**config.mk**
```make
export PLATFORM = sky130hd
export DESIGN_NAME = ecg_frame_feeder
export DESIGN_NICKNAME = d
export VERILOG_FILES = /design/src/rtl/ecg_feed_pkg.sv /design/src/rtl/ecg_frame_ram.sv /design/src/rtl/ecg_frame_feeder.sv
export SDC_FILE = /design/constraint.sdc
export NUM_CORES = 1
export LEC_CHECK = 0
export CAP_MARGIN = 25
export CORE_ASPECT_RATIO = 2
export CORE_MARGIN = 2
export CORE_UTILIZATION = 37
export CTS_CLUSTER_DIAMETER = 40
export DETAILED_ROUTE_END_ITERATION = 16
export SYNTH_ARGS = -nofsm -noshare
export SYNTH_HDL_FRONTEND = slang
export SYNTH_SLANG_ARGS = --single-unit
```
**constraint.sdc**
```tcl
create_clock -name ap_clk -period 2.5 [get_ports ap_clk]
set_clock_uncertainty 0.05 [all_clocks]
set_input_delay 0.25 -clock ap_clk [delete_from_list [all_inputs] [get_ports ap_clk]]
set_output_delay 0.25 -clock ap_clk [all_outputs]
set_load 0.01 [all_outputs]
```
**src/rtl/ecg_feed_pkg.sv**
```systemverilog
// Shared types, defaults and helpers for the ECG frame feeder.
package ecg_feed_pkg;

  typedef enum logic [1:0] {
    IDLE     = 2'd0,
    SEND     = 2'd1,
    WAIT_RES = 2'd2
  } state_t;

  localparam int DEF_DATA_W      = 8;
  localparam int DEF_FRAME_LEN   = 144;
  localparam int DEF_ADDR_W      = 8;
  localparam int DEF_TIMEOUT_CYC = 65535;

  // Ceiling log2, never below 1 so counters always have a bit.
  function automatic int clog2(input int v);
    int r;
    r = 0;
    while ((1 << r) < v) r++;
    return (r < 1) ? 1 : r;
  endfunction

endpackage

```
**src/rtl/ecg_frame_ram.sv**
```systemverilog
// Frame buffer: simple dual-port RAM, one write port, one registered read port.
module ecg_frame_ram #(
  parameter int DATA_W = 8,
  parameter int DEPTH  = 144,
  parameter int ADDR_W = 8
) (
  input  logic              ap_clk,
  input  logic              we,
  input  logic [ADDR_W-1:0] waddr,
  input  logic [DATA_W-1:0] wdata,
  input  logic              re,
  input  logic [ADDR_W-1:0] raddr,
  output logic [DATA_W-1:0] rdata
);

  logic [DATA_W-1:0] mem [DEPTH];

  // rdata holds when re is low; the feeder uses it as a stall-able pipeline stage.
  always_ff @(posedge ap_clk) begin
    if (we) mem[waddr] <= wdata;
    if (re) rdata <= mem[raddr];
  end

endmodule

```
**src/rtl/ecg_frame_feeder.sv**
```systemverilog
// Streams a buffered ECG frame into the FINN accelerator and latches its class byte.
// Optional ECG_FEED_TLAST_EN adds m_axis_0_tlast / s_axis_0_tlast frame markers.
module ecg_frame_feeder
  import ecg_feed_pkg::*;
#(
  parameter int DATA_W      = DEF_DATA_W,
  parameter int FRAME_LEN   = DEF_FRAME_LEN,
  parameter int ADDR_W      = DEF_ADDR_W,
  parameter int TIMEOUT_CYC = DEF_TIMEOUT_CYC
) (
  input  logic              ap_clk,
  input  logic              ap_rst,
  input  logic              ld_we,
  input  logic [ADDR_W-1:0] ld_addr,
  input  logic [DATA_W-1:0] ld_data,
  input  logic              start,
  output logic              busy,
  output logic              done,
  output logic [DATA_W-1:0] result,
  output logic              result_valid,
  output logic              err_timeout,
  output logic [DATA_W-1:0] m_axis_0_tdata,
  output logic              m_axis_0_tvalid,
  input  logic              m_axis_0_tready,
`ifdef ECG_FEED_TLAST_EN
  output logic              m_axis_0_tlast,
  input  logic              s_axis_0_tlast,
`endif
  input  logic [DATA_W-1:0] s_axis_0_tdata,
  input  logic              s_axis_0_tvalid,
  output logic              s_axis_0_tready
);

  localparam int CNT_W  = clog2(FRAME_LEN);
  localparam int TW     = clog2(TIMEOUT_CYC + 1);
  localparam int STAGES = 2;
  localparam logic [CNT_W-1:0]  LAST_IDX = CNT_W'(FRAME_LEN - 1);
  localparam logic [TW-1:0]     TO_LAST  = TW'(TIMEOUT_CYC - 1);
  localparam logic [ADDR_W:0]   FL_A     = (ADDR_W + 1)'(FRAME_LEN);

  state_t state, state_nxt;

  logic [CNT_W-1:0]  fetch_idx, snd_idx;
  logic              fetch_done;
  logic [STAGES:1]   vld_pipe;   // [1] RAM read data, [2] output register
  logic [DATA_W-1:0] ram_q, out_q;
  logic [TW-1:0]     tcnt;
  logic              rd_en, wr_en, start_acc;
  logic              rdy_out, rdy_ram, out_fire, last_fire, res_fire, to_fire;

  // Stall-able two-stage pipeline: a stage advances when the next one is empty or draining.
  assign rdy_out   = !vld_pipe[2] || m_axis_0_tready;
  assign rdy_ram   = !vld_pipe[1] || rdy_out;
  assign out_fire  = vld_pipe[2] && m_axis_0_tready;
  assign last_fire = out_fire && (snd_idx == LAST_IDX);
  assign start_acc = (state == IDLE) && start;
  assign res_fire  = (state == WAIT_RES) && s_axis_0_tvalid;
  assign to_fire   = (state == WAIT_RES) && !s_axis_0_tvalid && (tcnt == TO_LAST);

  // The first read issues on the start cycle so tvalid rises two cycles later.
  assign rd_en = start_acc || ((state == SEND) && !fetch_done && rdy_ram);
  assign wr_en = ld_we && (state == IDLE) && ({1'b0, ld_addr} < FL_A);

  assign busy            = (state != IDLE);
  assign m_axis_0_tvalid = vld_pipe[2];
  assign m_axis_0_tdata  = out_q;
  assign s_axis_0_tready = (state == WAIT_RES);
`ifdef ECG_FEED_TLAST_EN
  assign m_axis_0_tlast  = vld_pipe[2] && (snd_idx == LAST_IDX);
`endif

  ecg_frame_ram #(
    .DATA_W (DATA_W),
    .DEPTH  (FRAME_LEN),
    .ADDR_W (ADDR_W)
  ) u_ram (
    .ap_clk (ap_clk),
    .we     (wr_en),
    .waddr  (ld_addr),
    .wdata  (ld_data),
    .re     (rd_en),
    .raddr  (ADDR_W'(fetch_idx)),
    .rdata  (ram_q)
  );

  always_comb begin
    state_nxt = state;
    case (state)
      IDLE:     if (start) state_nxt = SEND;
      SEND:     if (last_fire) state_nxt = WAIT_RES;
      WAIT_RES: if (res_fire || to_fire) state_nxt = IDLE;
      default:  state_nxt = IDLE;
    endcase
  end

  always_ff @(posedge ap_clk) begin
    if (ap_rst) begin
      state        <= IDLE;
      vld_pipe     <= '0;
      out_q        <= '0;
      fetch_idx    <= '0;
      fetch_done   <= 1'b0;
      snd_idx      <= '0;
      tcnt         <= '0;
      result       <= '0;
      result_valid <= 1'b0;
      err_timeout  <= 1'b0;
      done         <= 1'b0;
    end else begin
      state <= state_nxt;
      done  <= res_fire || to_fire;

      if (rd_en)        vld_pipe[1] <= 1'b1;
      else if (rdy_out) vld_pipe[1] <= 1'b0;
      if (rdy_out) begin
        vld_pipe[2] <= vld_pipe[1];
        if (vld_pipe[1]) out_q <= ram_q;
      end

      if (rd_en) begin
        if (fetch_idx == LAST_IDX) fetch_done <= 1'b1;
        else                       fetch_idx  <= fetch_idx + 1'b1;
      end else if (state == IDLE) begin
        fetch_idx  <= '0;
        fetch_done <= 1'b0;
      end

      if (state == IDLE)                          snd_idx <= '0;
      else if (out_fire && snd_idx != LAST_IDX)   snd_idx <= snd_idx + 1'b1;

      if (state != WAIT_RES)  tcnt <= '0;
      else if (tcnt != '1)    tcnt <= tcnt + 1'b1;

      if (start_acc) begin
        result_valid <= 1'b0;
        err_timeout  <= 1'b0;
      end
      if (res_fire) begin
        result       <= s_axis_0_tdata;
        result_valid <= 1'b1;
`ifdef ECG_FEED_TLAST_EN
        // A result without its frame marker is kept but flagged.
        if (!s_axis_0_tlast) err_timeout <= 1'b1;
`endif
      end
      if (to_fire) err_timeout <= 1'b1;
    end
  end

endmodule

```
# Word level (Yosys, flattened, before mapping)
# Memories as Yosys holds them, arrays and structs flattened. A register that Yosys moved wholly into a read port is not among the register bits.
# Index checks and enable logic that the tools add are counted.
word_totals:
  inputBits: 30
  memories: 1
  ff_bits: 56
  ram_bits: 1152
mem_list:
  columns: ["name", "depth", "width", "read_ports", "rd_ports_with_merged_regs", "write_ports", "line", "rtl"]
  rows:
  - ["u_ram.mem", 144, 8, 1, 1, 1, "ecg_frame_ram.sv:16", "logic [DATA_W-1:0] mem [DEPTH];"]
op_classes:
  reduce_logical: 31
  n_eq_ne: 13
  mux: 17
  order_cmp: 1
  addsub: 3
ops:
  columns: ["operator", "count"]
  rows:
  - ["$mux W8", 3]
  - ["$add A16 B1 Y16 const B", 1]
  - ["$add A8 B1 Y8 const B", 2]
  - ["$eq A16 B16 Y1 const B", 1]
  - ["$eq A8 B8 Y1 const B", 2]
  - ["$ne A16 B16 Y1 const B", 1]
  - ["$logic_and A1 B1 Y1", 11]
  - ["$mux W1", 10]
  - ["$reduce_bool A2 Y1", 5]
  - ["$lt A8 B8 Y1 const B", 1]
  - ["$ne A2 B2 Y1 const B", 4]
  - ["$ne A8 B8 Y1 const B", 1]
  - ["$mux W2", 3]
  - ["$pmux W2 S3", 1]
  - ["$reduce_and A2 Y1", 3]
  - ["$logic_not A1 Y1", 4]
  - ["$logic_or A1 B1 Y1", 4]
  - ["$ne A2 B1 Y1 const B", 2]
  - ["$reduce_or A2 Y1", 2]
  - ["$reduce_and A3 Y1", 1]
  - ["$eq A2 B1 Y1 const B", 1]
  - ["$eq A2 B2 Y1 const B", 1]
  - ["$logic_not A2 Y1", 1]

# Depth between registers and ports, before layout
# Gate-level depths: netlist of the first run.
depth:
  word_depth: 7
  mapped_depth: 12
  mapped_depth_nobuf: 7

# Hierarchy
# From an unflattened synthesis of the first run, not the netlist that was laid out.
hier_totals:
  cells_unflattened: 2421
  hier_area_um2: 48039.8
modules_own_cells:
  columns: ["module", "n_inst", "seq_area_each_um2", "cells_each", "area_per_inst_um2"]
  rows:
  - ["ecg_frame_ram", 1, 34833.4, 2134, 45546.2]
  - ["ecg_frame_feeder", 1, 1121.1, 287, 2493.6]

# Least setup slack after synthesis of the first run
# OpenSTA, ideal clock, no wires.
synth_timing:
  path_type: "flip-flop to flip-flop"
  from: "register fetch_idx[0]"
  to: "register u_ram.rdata[5] (read register of u_ram.mem) (data pin)"
  n_path_buf: 3
  stages_incl_launch_ff: 10
  setup_slack_ns: 0.236
  period_less_slack_ns: 2.264
  required_ns: 2.174
  setup_ns: 0.276
  arrival_ns: 1.938
  path_cell_list: "dfxtp_1 -> buf_6 -> buf_12 -> buf_6 -> mux4_1 -> mux2_2 -> nand2_1 -> nand3_1 -> a311oi_2 -> a221oi_2"
synth_rtl:
  columns: ["element", "line", "rtl"]
  rows:
  - ["from (decl)", "ecg_frame_feeder.sv:43", "logic [CNT_W-1:0] fetch_idx, snd_idx;"]
  - ["from (signal assigned)", "ecg_frame_feeder.sv:122", "else fetch_idx <= fetch_idx + 1'b1;"]
  - ["to (decl)", "ecg_frame_ram.sv:13", "output logic [DATA_W-1:0] rdata"]

==> results.txt, run 1 <==
The run finished, with violations left. The checks that failed: negative setup slack. The internal power came out at around 0.033 W. In the synthesized netlist, the cells that appear most often are sky130_fd_sc_hd__edfxtp_1 (1160), sky130_fd_sc_hd__mux2i_1 (203), sky130_fd_sc_hd__nor2_1 (200). The average cell area after synthesis came out at a little under 20 um2. The largest fanout on the critical path came out at 11. The first-pass GRT wire length came out at 185000 um. The core outline area came out at ~130000 um2.

The initial antenna violation count was 5. The endpoint identified for the worst register-to-register timing path is u_ram.rdata[6]. In this run the power density over the cells is 741 nW/um2. Dividing the detail-routed wire length by the instance count gives 26.9 um. The estimated wirelength of the detail-placed design came out at 88800 um. The worst hold margin came out at 43.3 ps. The tightest min-delay check is of the in2reg type. The total I/O pin count is 52. The number of nets with antenna violations after detailed routing is 0.

The transition time at the pin with the least slew margin is 820 ps. The pin count of the biggest net entering global routing came out at 145. The signed area change from the synthesized netlist to the final layout came out at 20.3%. The total global routing overflow is 0. The fraction of the yosys area taken by sequential cells is 0.748. After detailed routing, the total wire length is 128000 um. Of the total power, registers draw 0.523.

After layout, the minimum clock period comes to between 2000 and 3000 ps. The total number of vias came out at 25361. The count of synthesis-stage warnings from yosys is 0. In the global route stage, overall resource usage came out at 0.193. The initial utilization of the core area, before any placement, comes to 0.372. The kind of end point of the critical path is a flip-flop.

Setup repair after global routing could not meet its margin everywhere. Counting instances, the worst hold path has a depth of 1. The worst setup slack after placement came out at -705 ps. The depth of the worst register-to-register path is 8. The via count of the first global-routing pass came out at around 27000.

The number of clock sinks seen by CTS is 1216. sky130_fd_sc_hd__edfxtp_1 is the most common cell in the netlist. The H-tree was split into 3 levels. The number of port buffers came out at 51. Of the total power, the share spent switching nets is 0.223. After clock tree synthesis, the clock-pin slew on the worst setup and hold paths is 70 ps. Across the run, the number of max-cap violations was 0.

CTS placed an instance of sky130_fd_sc_hd__clkbuf_16 at the clock tree root. The area fraction of the dominant cell type after synthesis came out at 0.724. The startpoint of the worst hold path is ld_data[2]. The final critical-path setup slack is -224 ps.

The number of vias per cell after detailed routing came out at 5.31. The layout cell share with drive strength beyond 1 is 0.301. In this run, synthesis inferred between 1000 and 1500 flip-flops with an integrated enable. The overall power came out at 0.0428 W. The top flip-flop cell by instance count after synthesis is sky130_fd_sc_hd__edfxtp_1. The portion of total power attributed to combinational logic is 0.083. The final count of hold timing violations came out at 0. The number of library cell types mapped by synthesis came out at 67.

For hold timing, the worst endpoint is u_ram.mem[91][2]. The row count is approximately 190. The die outline width is between 200 and 300 um. The maximum count of clock buffers along a single path came out at 3. In this run, synthesis produced a sequential element count of roughly 1200.

The analysis attributes to net switching a power of roughly 0.0096 W. The floorplan step defined a die boundary enclosing approximately 130000 um2. The number of nets handed over by synthesis was roughly 2500.

The maximum clock rate is 0.367 GHz. For this run, the detailed router's first-pass iteration total came to 9. The detailed router's first-iteration violation count is roughly 1900. The routability-driven placement congestion ratio came out at 0.915.

After synthesis, the share of flip-flops with an asynchronous set or reset is 0. The number of buffers inserted during clock tree synthesis is 103. The final design utilization came out at 0.447. The later pin in the worst-skew pair is clocked with a latency of between 700 and 800 ps.

The analysis attributes to cell leakage a power of around 18 nW. The power share of the clock group is 0.394. The CTS tree is done.

The gate count of the mapped netlist is between 2000 and 3000. The arrival time of the worst setup path came out at 3100 ps. Measured against its own limit, the worst slew margin works out to 0.449. The netlist area before placement came out at 48100 um2. In this run the register-to-register setup slack is -220 ps. Summed over all failing endpoints, the final setup total negative slack is -1430 ps. By area the synthesized netlist is led by sky130_fd_sc_hd__edfxtp_1 (72%), sky130_fd_sc_hd__mux4_2 (8.5%), sky130_fd_sc_hd__mux2i_1 (4.2%), sky130_fd_sc_hd__dfxtp_1 (2.3%), sky130_fd_sc_hd__nor2_1 (1.6%).

At the end of the flow, the number of nets in the layout was 3014. The count of final setup violators came out at 8. Of the available clock period, the critical path in the final layout requires 1.09. The cell accounting for the most synthesized area is sky130_fd_sc_hd__edfxtp_1. The start of the worst register-to-register path is fetch_idx[0]. STA classifies the critical path startpoint as a flip-flop.

The final count of pins violating max slew is 0. The floorplan step set the die height to 514 um. The DRC violation count after routing came out at 0. By startpoint and endpoint, the worst setup path is classified as reg2reg. IR analysis of the VDD net gives a maximum drop of 0.000524 V.

The required time at the worst-slack endpoint is between 2000 and 3000 ps.
## area by class of cell
class                   instances  area (um2)
well taps                    1701        2130
clock buffers                 120        2660
fillers                     10916       71500
flip-flops and latches       1216       36000
diodes                          3        7.51
clock inverters                74         895
inverters                      18        71.3
repair buffers                520        4830
multi-input cells            1121       11300
## flip-flops by register name, summed over array words and instances (netlist names), 2 cells and up
signal / cells
tcnt: 16
state: 2
fetch_idx: 8
u_ram.mem: 1152
vld_pipe: 2
u_ram.rdata: 8
snd_idx: 8
result: 8
m_axis_0_tdata: 8
## power groups by stage
| stage | Sequential (W) | Clock, W | Combinational (W) |
|---|---|---|---|
| floorplan | 0.0228 | 0 | 0.00189 |
| global placement | 0.0229 | 0 | 0.00322 |
| detailed placement | 0.0229 | 0 | 0.00327 |
| CTS | 0.0224 | 0.0172 | 0.00355 |
| global route | 0.0224 | 0.0179 | 0.00373 |
| finish | 0.0224 | 0.0169 | 0.00355 |
## cells by family (layout without fill, tap and decap cells)
| logic type | after synthesis | count (layout) | share of synthesized area |
|---|---|---|---|
| and+or+nand+nor | 398 | 398 | 0.0386 |
| xor gates and xnor gates | 19 | 19 | 0.00346 |
| buffers and inverters | 167 | 732 | 0.0241 |
| muxes | 438 | 438 | 0.146 |
| DFF | 1216 | 1216 | 0.748 |
| other | 0 | 3 | 0 |
| adders and majority gates | 4 | 4 | 0.00104 |
| AOI/OAI and AO/OA | 262 | 262 | 0.0395 |
## metal layers
metal | wire (um) | global-route usage | share of wire
met1 | 43500 | 0.195 | 0.34
met2 | 72000 | 0.373 | 0.56
met3 | 5190 | 0.0261 | 0.040
met4 | 7640 | 0.105 | 0.059
met5 | 26 | 0 | 0.00020
## worst max-delay path: stages, from the launching register on
cell and delay, ps:
sky130_fd_sc_hd__dfxtp_4 380, sky130_fd_sc_hd__buf_12 170, sky130_fd_sc_hd__buf_6 150, sky130_fd_sc_hd__nand2b_2 230
sky130_fd_sc_hd__a211oi_1 290, sky130_fd_sc_hd__nor3_1 150, sky130_fd_sc_hd__nor3_1 650, sky130_fd_sc_hd__o311a_1 280
sky130_fd_sc_hd__a221oi_2 70
## worst max-delay path by stage
stage,from,cells after the start,end
2_1_floorplan,fetch_idx[0],9,u_ram.rdata[5]
5_1_grt,fetch_idx[0],9,u_ram.rdata[6]
6_report,fetch_idx[0],8,u_ram.rdata[6]
3_5_place_dp,fetch_idx[1],7,u_ram.rdata[6]
4_1_cts,fetch_idx[0],8,u_ram.rdata[3]
3_3_place_gp,fetch_idx[1],7,u_ram.rdata[6]
## stage by stage
step | cell area [um2] | instances
CTS | 57700 | 4763
global placement | 53400 | 4538
floorplan | 48100 | 2504
finish | 57900 | 4773
global route | 57900 | 4773
detailed placement | 53400 | 4539
## placed cells by master, fill, tap and decap left out, types with 22 or more instances in the layout
| master | netlist | final |
|---|---|---|
| sky130_fd_sc_hd__mux4_2 | 181 | 184 |
| sky130_fd_sc_hd__clkbuf_16 | 0 | 104 |
| sky130_fd_sc_hd__nand2_1 | 53 | 51 |
| sky130_fd_sc_hd__edfxtp_1 | 1160 | 1160 |
| sky130_fd_sc_hd__mux2i_1 | 203 | 203 |
| sky130_fd_sc_hd__o22ai_1 | 47 | 46 |
| sky130_fd_sc_hd__mux2_2 | 32 | 31 |
| sky130_fd_sc_hd__a211o_1 | 22 | 22 |
| sky130_fd_sc_hd__buf_4 | 31 | 393 |
| sky130_fd_sc_hd__clkdlybuf4s50_1 | 0 | 43 |
| sky130_fd_sc_hd__nand3_1 | 42 | 41 |
| sky130_fd_sc_hd__nor2_1 | 200 | 199 |
| sky130_fd_sc_hd__buf_12 | 7 | 48 |
| sky130_fd_sc_hd__dfxtp_1 | 56 | 51 |
| sky130_fd_sc_hd__a21oi_1 | 46 | 46 |
## timing repair
item                                    4_1_cts  5_1_grt
gates resized for setup                      95       19
buffers inserted                             24        8
hold buffers                                  5        0
pin swaps                                    15       15
gates cloned                                  3        0
endpoints found under the hold margin       118        0
endpoints found under the setup margin       10        9
Note: power is estimated with default switching activity, not from simulation.
==> inputs of run 2 (changes only) <==
--- a/config.mk
+++ b/config.mk
@@ -8,9 +8,11 @@
 export CAP_MARGIN = 25
 export CORE_ASPECT_RATIO = 2
 export CORE_MARGIN = 2
-export CORE_UTILIZATION = 37
+export CORE_UTILIZATION = 50
 export CTS_CLUSTER_DIAMETER = 40
 export DETAILED_ROUTE_END_ITERATION = 16
+export PLACE_DENSITY = 0.66
 export SYNTH_ARGS = -nofsm -noshare
 export SYNTH_HDL_FRONTEND = slang
+export SYNTH_HIERARCHICAL = 1
 export SYNTH_SLANG_ARGS = --single-unit
==> results.txt, run 2 <==
The layer flagged by global routing as most heavily used is met2. The number of vias per cell after detailed routing is 6.13 (+15%). The static power due to leakage is 18.3 nW (-0.62%).

The diode insertion count for antenna repair is 0 (-3). The aggregate global-route resource usage came out at 0.261 (+0.0682). The transition time at the pin with the least slew margin came out at 914 ps (+94.1 ps).

The headroom to the max-slew limit was 0.391 (-0.0585). The critical path goes through buf_12 > buf_4 > buf_8 > mux4_2 > mux4_2 > o22ai_4 > o31a_1 > a311oi_1. The synthesis-stage register bit count is 1216 (unchanged).

The worst setup path is of the reg2reg kind. By instance count, the leading cell after synthesis is sky130_fd_sc_hd__edfxtp_1. The first-pass GRT wire length came out at 183000 um (-0.92%). The most critical setup path has its startpoint at fetch_idx[0]. In this run the critical register-to-register path is captured at u_ram/rdata[2]. The final critical-path setup slack came out at -132 ps (+92.1 ps). The initial standard-cell utilization of the core came out at 0.505 (+0.134). The most used flip-flop cell after synthesis is sky130_fd_sc_hd__edfxtp_1.

The post-route clock period utilization came out at 1.05 (-0.0368). The signed area change from the synthesized netlist to the final layout is 19.4%. STA classifies the critical path startpoint as a flip-flop. The pin count of the biggest net entering global routing is 81 (-44%).

The number of library cell types mapped by synthesis was 64 (-4.5%). The gate count of the mapped netlist is 2421 (-3.3%). The cell accounting for the most synthesized area is sky130_fd_sc_hd__edfxtp_1.

The count of final setup violators is 8 (unchanged). The flop-to-flop setup slack is -130 ps (+90 ps). The number of port buffers is 51 (unchanged). The largest incremental delay on the critical path is 530 ps (-120 ps). The core outline area came to 95100 um2 (-27%). The maximum vdd drop is 0.000504 V (-3.8%). The minimum period implied by the final worst setup slack is 2630 ps (-92.1 ps). The number of cells on the critical path came to 8 (unchanged). STA classifies the critical path endpoint as a flip-flop.

The buffer and inverter count on the worst path came out at 3 (+1). The library cells used most frequently in the layout, excluding fill and tap cells, are sky130_fd_sc_hd__edfxtp_1 (1160), sky130_fd_sc_hd__buf_4 (324), sky130_fd_sc_hd__mux4_2 (230), sky130_fd_sc_hd__nor2_1 (187). The number of cells in the finished layout apart from fillers came out at 4154 (-13%). The source-to-sink clock delay at the later pin of the worst-skew pair is 710 ps (about the same). The placed standard-cell area is 52500 um2 (-1.8%). The worst register-to-register path begins at fetch_idx[0].

The CTS tree is done. Setup repair after global routing could not meet its margin everywhere. The critical path's most frequent cell is sky130_fd_sc_hd__mux4_2. The post-detailed-route wirelength per cell came out at 30.6 um (+14%).

The slowest stage of the critical path belongs to the cell sky130_fd_sc_hd__mux4_2. The worst setup slack after placement is -432 ps (+273 ps). The maximum clock rate was 0.380 GHz (+3.5%). The number of nets with antenna violations after detailed routing came to 0 (unchanged). The area of the multi-input gates is 11600 um2 (+3.0%). The met2 demand-to-capacity share in global routing was 0.491 (+0.118). The number of max-cap violations is 0 (unchanged). The number of enable-type register cells in the synthesized netlist is 1160 (unchanged). The total number of nets in the final design is 2881 (-4.4%). The total global routing overflow came to 0 (unchanged). The detailed router's first-iteration violation count came out at 2424 (+26%). Counting instances in the post-synthesis netlist gives the leading cell types as sky130_fd_sc_hd__edfxtp_1 (1160), sky130_fd_sc_hd__mux4_2 (218), sky130_fd_sc_hd__nor2_1 (188).

The area fraction of the dominant cell type after synthesis came to 0.725 (+0.000792). The initial antenna violation count is 0 (-5). The estimated wirelength of the detail-placed design was 87000 um (-2.1%). The flip-flop count of the largest register, all copies and words added was 1152 (unchanged). The register with the most flip-flops in the final layout is u_ram/mem. The checks that failed: negative setup slack.

The number of placed cells counting well taps is 3925 (-14%). The first-pass iteration count of the detailed router came out at 5 (-4). The DRC violation count after routing is 0 (unchanged).

The filler cell count was 6542 (-40%). The routability-driven placement congestion ratio is 0.869 (-5.1%). The critical path capture point is u_ram/rdata[2]. The area of all placed cells without fillers is 57400 um2 (-0.87%). The average cell area after synthesis was 19.8 um2 (+3.3%). The depth of the worst register-to-register path is 8 (unchanged). The vertical die dimension is 442 um (-14%).

The arrival time of the worst setup path was 3030 ps (-70 ps). The net count of the mapped netlist is 2455 (-3.3%). Ranked by total cell area, the synthesized netlist is headed by sky130_fd_sc_hd__edfxtp_1 (73%), sky130_fd_sc_hd__mux4_2 (10%), sky130_fd_sc_hd__mux2i_1 (2.5%), sky130_fd_sc_hd__dfxtp_1 (2.3%), sky130_fd_sc_hd__mux4_1 (2.2%).

The die outline width came to 223 um (-14%). The number of clock sinks seen by CTS was 1216 (unchanged). The power per unit of standard cell area came to 748 nW/um2 (+0.94%).

The run finished, with violations left. The area of the die came out at 98700 um2 (-26%). The required time at the worst-slack endpoint is 2900 ps (+20 ps). The netlist area before placement came out at 48000 um2 (-0.11%). Leaving out fill and tap cells, the most frequent cell in the layout is sky130_fd_sc_hd__edfxtp_1.

The fraction of the yosys area taken by sequential cells came out at 0.748 (+0.000818). The met3 track demand over resource came out at 0.0406 (+0.0145). The via count of the first global-routing pass is 26888 (-0.68%). The number of buffers inserted during clock tree synthesis came out at 106 (+2.9%). The layout cell share with drive strength beyond 1 came to 0.323 (+0.0212). The final count of hold timing violations came out at 0 (unchanged). The row count came to 160 (-14%). The met1 track utilization from global routing came out at 0.268 (+0.0730). The maximum count of clock buffers along a single path is 3 (unchanged).

The final count of pins violating max slew is 0 (unchanged). The total I/O pin count came out at 52 (unchanged). The async set-or-reset flop fraction in the synthesized netlist is 0 (unchanged). The H-tree depth came to 3 (unchanged). The clock transition at the registers of the reported paths came to 70 ps (about the same).

The aggregate routed wire length came to 127000 um (-0.86%). The cell sitting at the root of the clock tree is a sky130_fd_sc_hd__clkbuf_16. The count of synthesis-stage warnings from yosys came out at 6 (+6). The tightest min-delay check is of the in2reg type. In the final layout, the registers with the most flip-flops are u_ram/mem (1152), tcnt (16). The total number of vias came out at 25466 (+0.41%). The largest fanout on the critical path is 6 (-5).

In this run the most critical hold path is launched from ld_data[7]. The overall power came out at 0.0429 W (about the same). Among cell families on the critical path, the largest total delay comes from multiplexers. The combined flip-flop and latch cell area came out at 36000 um2 (about the same).
==> run 2: cell types whose count changed in the layout (fill, tap and decap cells not counted), moves of 21 or more <==
cell / previous run / this run
sky130_fd_sc_hd__a211o_1: 22 / 0
sky130_fd_sc_hd__o22ai_1: 46 / 0
sky130_fd_sc_hd__mux2i_1: 203 / 113
sky130_fd_sc_hd__mux2_2: 31 / 10
sky130_fd_sc_hd__a22oi_1: 16 / 58
sky130_fd_sc_hd__buf_4: 393 / 324
sky130_fd_sc_hd__mux4_2: 184 / 230
==> run 2: cells by family (layout without fill, tap and decap cells) <==
kind of cell,count (synthesis),count (layout),synth area share
flip-flops,1216,1216,0.748
multiplexers,390,390,0.152
XOR/XNOR,9,9,0.00164
adder cells (fa/ha/maj),4,4,0.00104
AND/OR/NAND/NOR,409,409,0.0399
buffers and inverters,144,662,0.0211
AO/OA/AOI/OAI,249,249,0.0357
==> run 2: worst min-delay path by stage <==
stage                     slack, ps                end  cells past startpoint
after floorplan                 300    u_ram/mem[0][0]                      0
after global placement          390          result[1]                      2
after detailed placement        400          result[2]                      2
after CTS                         5  u_ram/mem[114][7]                      1
after global routing             20  u_ram/mem[123][7]                      1
final                            40  u_ram/mem[123][7]                      1
==> run 2: metal layers <==
metal / vias up / part of all wire
met5: - / 0
met4: 0 / 0.070
met3: 300 / 0.055
met2: 1010 / 0.56
met1: 13324 / 0.32
li1: 10832 / -
==> run 2: what timing repair did <==
| action | 4_1_cts | 5_1_grt |
|---|---|---|
| setup buffers | 18 | 8 |
| endpoints found under the setup margin | 12 | 11 |
| gates resized for setup | 132 | 55 |
| endpoints found under the hold margin | 121 | 0 |
| hold buffers | 4 | 0 |
| gates cloned | 8 | 1 |
| pin swaps | 29 | 22 |
==> run 2: power breakdown <==
group	switching, W	internal, W
logic	0.00168	0.00154
registers	0.0000491	0.0223
clock network	0.00768	0.00961
==> run 2: metrics by stage <==
step / utilization / TNS (ps) / hold slack [ps]
3_5_place_dp: 0.552 / -4080 / 405
2_1_floorplan: - / 0 / 299
4_1_cts: 0.600 / -612 / 5.34
6_report: 0.603 / -806 / 37.0
5_1_grt: 0.603 / -1160 / 22.5
3_3_place_gp: 0.552 / -3400 / 395
==> run 2: area by class of cell <==
class / count / area share
Multi-Input combinational cell: 1061 / 0.203
Clock buffer: 117 / 0.0495
Inverter: 12 / 0.000785
Tap cell: 1215 / 0.0265
Timing Repair Buffer: 450 / 0.0779
Sequential cell: 1216 / 0.627
Clock inverter: 83 / 0.0154
==> inputs of run 3 (changes only) <==
--- a/config.mk
+++ b/config.mk
@@ -12,6 +12,7 @@
 export CTS_CLUSTER_DIAMETER = 40
 export DETAILED_ROUTE_END_ITERATION = 16
 export PLACE_DENSITY = 0.66
+export SKIP_LAST_GASP = 1
 export SYNTH_ARGS = -nofsm -noshare
 export SYNTH_HDL_FRONTEND = slang
 export SYNTH_HIERARCHICAL = 1
==> results.txt, run 3 (synthesis gave the netlist of run 2 again) <==
The flow ran to the end, but the final reports show violations. The final reports fail on negative setup slack. The estimated wirelength of the detail-placed design is 87000 um (unchanged). The overall power came out at 0.0429 W (about the same).

The final count of pins violating max slew was 0 (unchanged). The DRC violation count after routing is 0 (unchanged). The row count came out at 160 (unchanged). The first-pass GRT wire length is 183000 um (-0.13%).

The count of final setup violators is 8 (unchanged). The largest fanout on the critical path came out at 10 (+4). The maximum clock rate is 0.380 GHz (about the same). The signed area change from the synthesized netlist to the final layout is 19.4% (about the same). The core outline area is 95100 um2 (unchanged). The kind of end point of the critical path is a flip-flop.

The first-pass iteration count of the detailed router is 5 (unchanged). TritonCTS built the clock tree. The transition time at the pin with the least slew margin is 921 ps (+7.02 ps). The initial antenna violation count is 0 (unchanged).

The initial standard-cell utilization of the core came out at 0.505 (unchanged). The number of vias per cell after detailed routing is 6.13 (about the same). The number of clock sinks seen by CTS came to 1216 (unchanged). The clock transition at the registers of the reported paths is 70 ps (about the same).

The die outline width came out at 223 um (unchanged). The total I/O pin count is 52 (unchanged). The switching fraction of total power came out at 0.220 (about the same). The final count of hold timing violations came out at 0 (unchanged). The static power due to leakage is 18.3 nW (about the same). The post-detailed-route wirelength per cell came out at 30.6 um (-0.22%). The power per unit of standard cell area came out at 748 nW/um2 (about the same). The worst setup slack after placement came out at -432 ps (unchanged).

The post-route clock period utilization is 1.05 (about the same). The layout cell share with drive strength beyond 1 came out at 0.323 (about the same). The via count of the first global-routing pass was 26799 (-0.33%). The source-to-sink clock delay at the later pin of the worst-skew pair was 720 ps (about the same). The number of buffers inserted during clock tree synthesis came out at 106 (unchanged). The worst setup path is launched from a flip-flop. The aggregate global-route resource usage is 0.261 (about the same).

The maximum vdd drop is 0.000506 V (+0.38%). The required time at the worst-slack endpoint is 2900 ps (about the same). The area of the die is 98700 um2 (unchanged). The number of nets with antenna violations after detailed routing is 0 (unchanged).

The total number of nets in the final design came out at 2882 (+0.035%). The worst hold path belongs to the class in2reg. Setup repair after global routing could not meet its margin everywhere. The sequential power share is 0.522 (about the same). The worst setup path is of the reg2reg kind.

The largest registers in the layout are u_ram/mem (1152), tcnt (16). The pin count of the biggest net entering global routing was 81 (unchanged). The power share of the clock group came out at 0.404 (about the same). The startpoint of the most critical setup path is fetch_idx[0]. The number of port buffers is 51 (unchanged). The total global routing overflow came to 0 (unchanged). The final critical-path setup slack is -130 ps (+1.60 ps).

The portion of total power attributed to combinational logic is 0.075 (about the same). The detailed router's first-iteration violation count is 2370 (-2.2%). The register containing the most flip-flops in the final layout is u_ram/mem. The headroom to the max-slew limit is 0.386 (-0.00468).

The vertical die dimension was 442 um (unchanged). The diode insertion count for antenna repair is 0 (unchanged). The startpoint identified for the worst hold timing path is ld_data[7]. The internal power was 0.0335 W (about the same). The total number of vias is 25451 (-0.059%). The switching power was 0.00941 W (about the same).

The aggregate routed wire length is 127000 um (-0.19%). The arrival time of the worst setup path came out at 3030 ps (about the same). The startpoint identified for the worst register-to-register timing path is fetch_idx[0]. The H-tree depth is 3 (unchanged). The flip-flop count of the largest register, all copies and words added came out at 1152 (unchanged).

The number of max-cap violations was 0 (unchanged). The library cell used most frequently in the layout, excluding fill and tap cells, is sky130_fd_sc_hd__edfxtp_1. The root cell of the clock tree is sky130_fd_sc_hd__clkbuf_16.

In the layout the commonest cells are sky130_fd_sc_hd__edfxtp_1 (1160), sky130_fd_sc_hd__buf_4 (328), sky130_fd_sc_hd__mux4_2 (228), sky130_fd_sc_hd__nor2_1 (187), sky130_fd_sc_hd__mux2i_1 (114). The maximum count of clock buffers along a single path came out at 3 (unchanged). The minimum period implied by the final worst setup slack came to 2630 ps (-1.60 ps). The routability-driven placement congestion ratio came out at 0.869 (unchanged).
## run 3: changes by cell type in the layout (fill, tap and decap cells not counted), sizes merged
cell  before  now
buf      401  402
## run 3: worst paths after layout
check / end / slack (ps) / cells past startpoint
worst min-delay path: u_ram/mem[123][7] / 30 / 1
worst min register to register: result[2] / 410 / 2
worst max-delay path: u_ram/rdata[1] / -130 / 9
worst max register to register: u_ram/rdata[1] / -130 / 9
## run 3: area by class of cell
cell class              count  area, um2
repair buffers            451       4440
multi-input cells        1061      11600
inverters                  12       45.0
well taps                1215       1520
clock inverters            83        883
fillers                  6560      37800
clock buffers             117       2840
flip-flops and latches   1216      36000
## run 3: critical path: stages, from the launching register on
cell and delay [ps]:
sky130_fd_sc_hd__dfxtp_4 420, sky130_fd_sc_hd__buf_12 180, sky130_fd_sc_hd__buf_12 140, sky130_fd_sc_hd__buf_4 160, sky130_fd_sc_hd__bufbuf_16 300, sky130_fd_sc_hd__mux4_2 520
sky130_fd_sc_hd__nand2_2 180, sky130_fd_sc_hd__a32oi_1 140, sky130_fd_sc_hd__nand3_1 150, sky130_fd_sc_hd__a31oi_1 100
## run 3: per-stage QoR
step / hold WS [ps] / TNS (ps) / instances / util / area, um2
final: 28.5 / -719 / 4155 / 0.603 / 57300
after detailed placement: 405 / -4080 / 3925 / 0.552 / 52500
after floorplan: 299 / 0 / 2421 / - / 48000
after global routing: 19.6 / -997 / 4155 / 0.603 / 57300
after global placement: 395 / -3400 / 3925 / 0.552 / 52500
after CTS: 5.34 / -716 / 4147 / 0.600 / 57100
## run 3: repair_timing
item	in CTS	in global routing
endpoints found under the setup margin	12	12
gates cloned	8	1
pin swaps	28	22
resized for setup	123	62
hold buffers	4	0
endpoints found under the hold margin	121	0
setup buffers	18	11
## run 3: power groups by stage
stage	clock network (W)	registers, W	logic (W)
floorplan	0	0.0228	0.00163
global placement	0	0.0228	0.00276
detailed placement	0	0.0228	0.00281
CTS	0.0175	0.0224	0.00315
global route	0.0182	0.0224	0.00334
finish	0.0173	0.0224	0.00319
## run 3: per-layer routing
layer,vias up,share of wire,track usage
met4,0,0.067,0.155
met1,13364,0.32,0.270
met2,992,0.56,0.492
li1,10830,-,-
met5,-,0,0
met3,265,0.053,0.0398
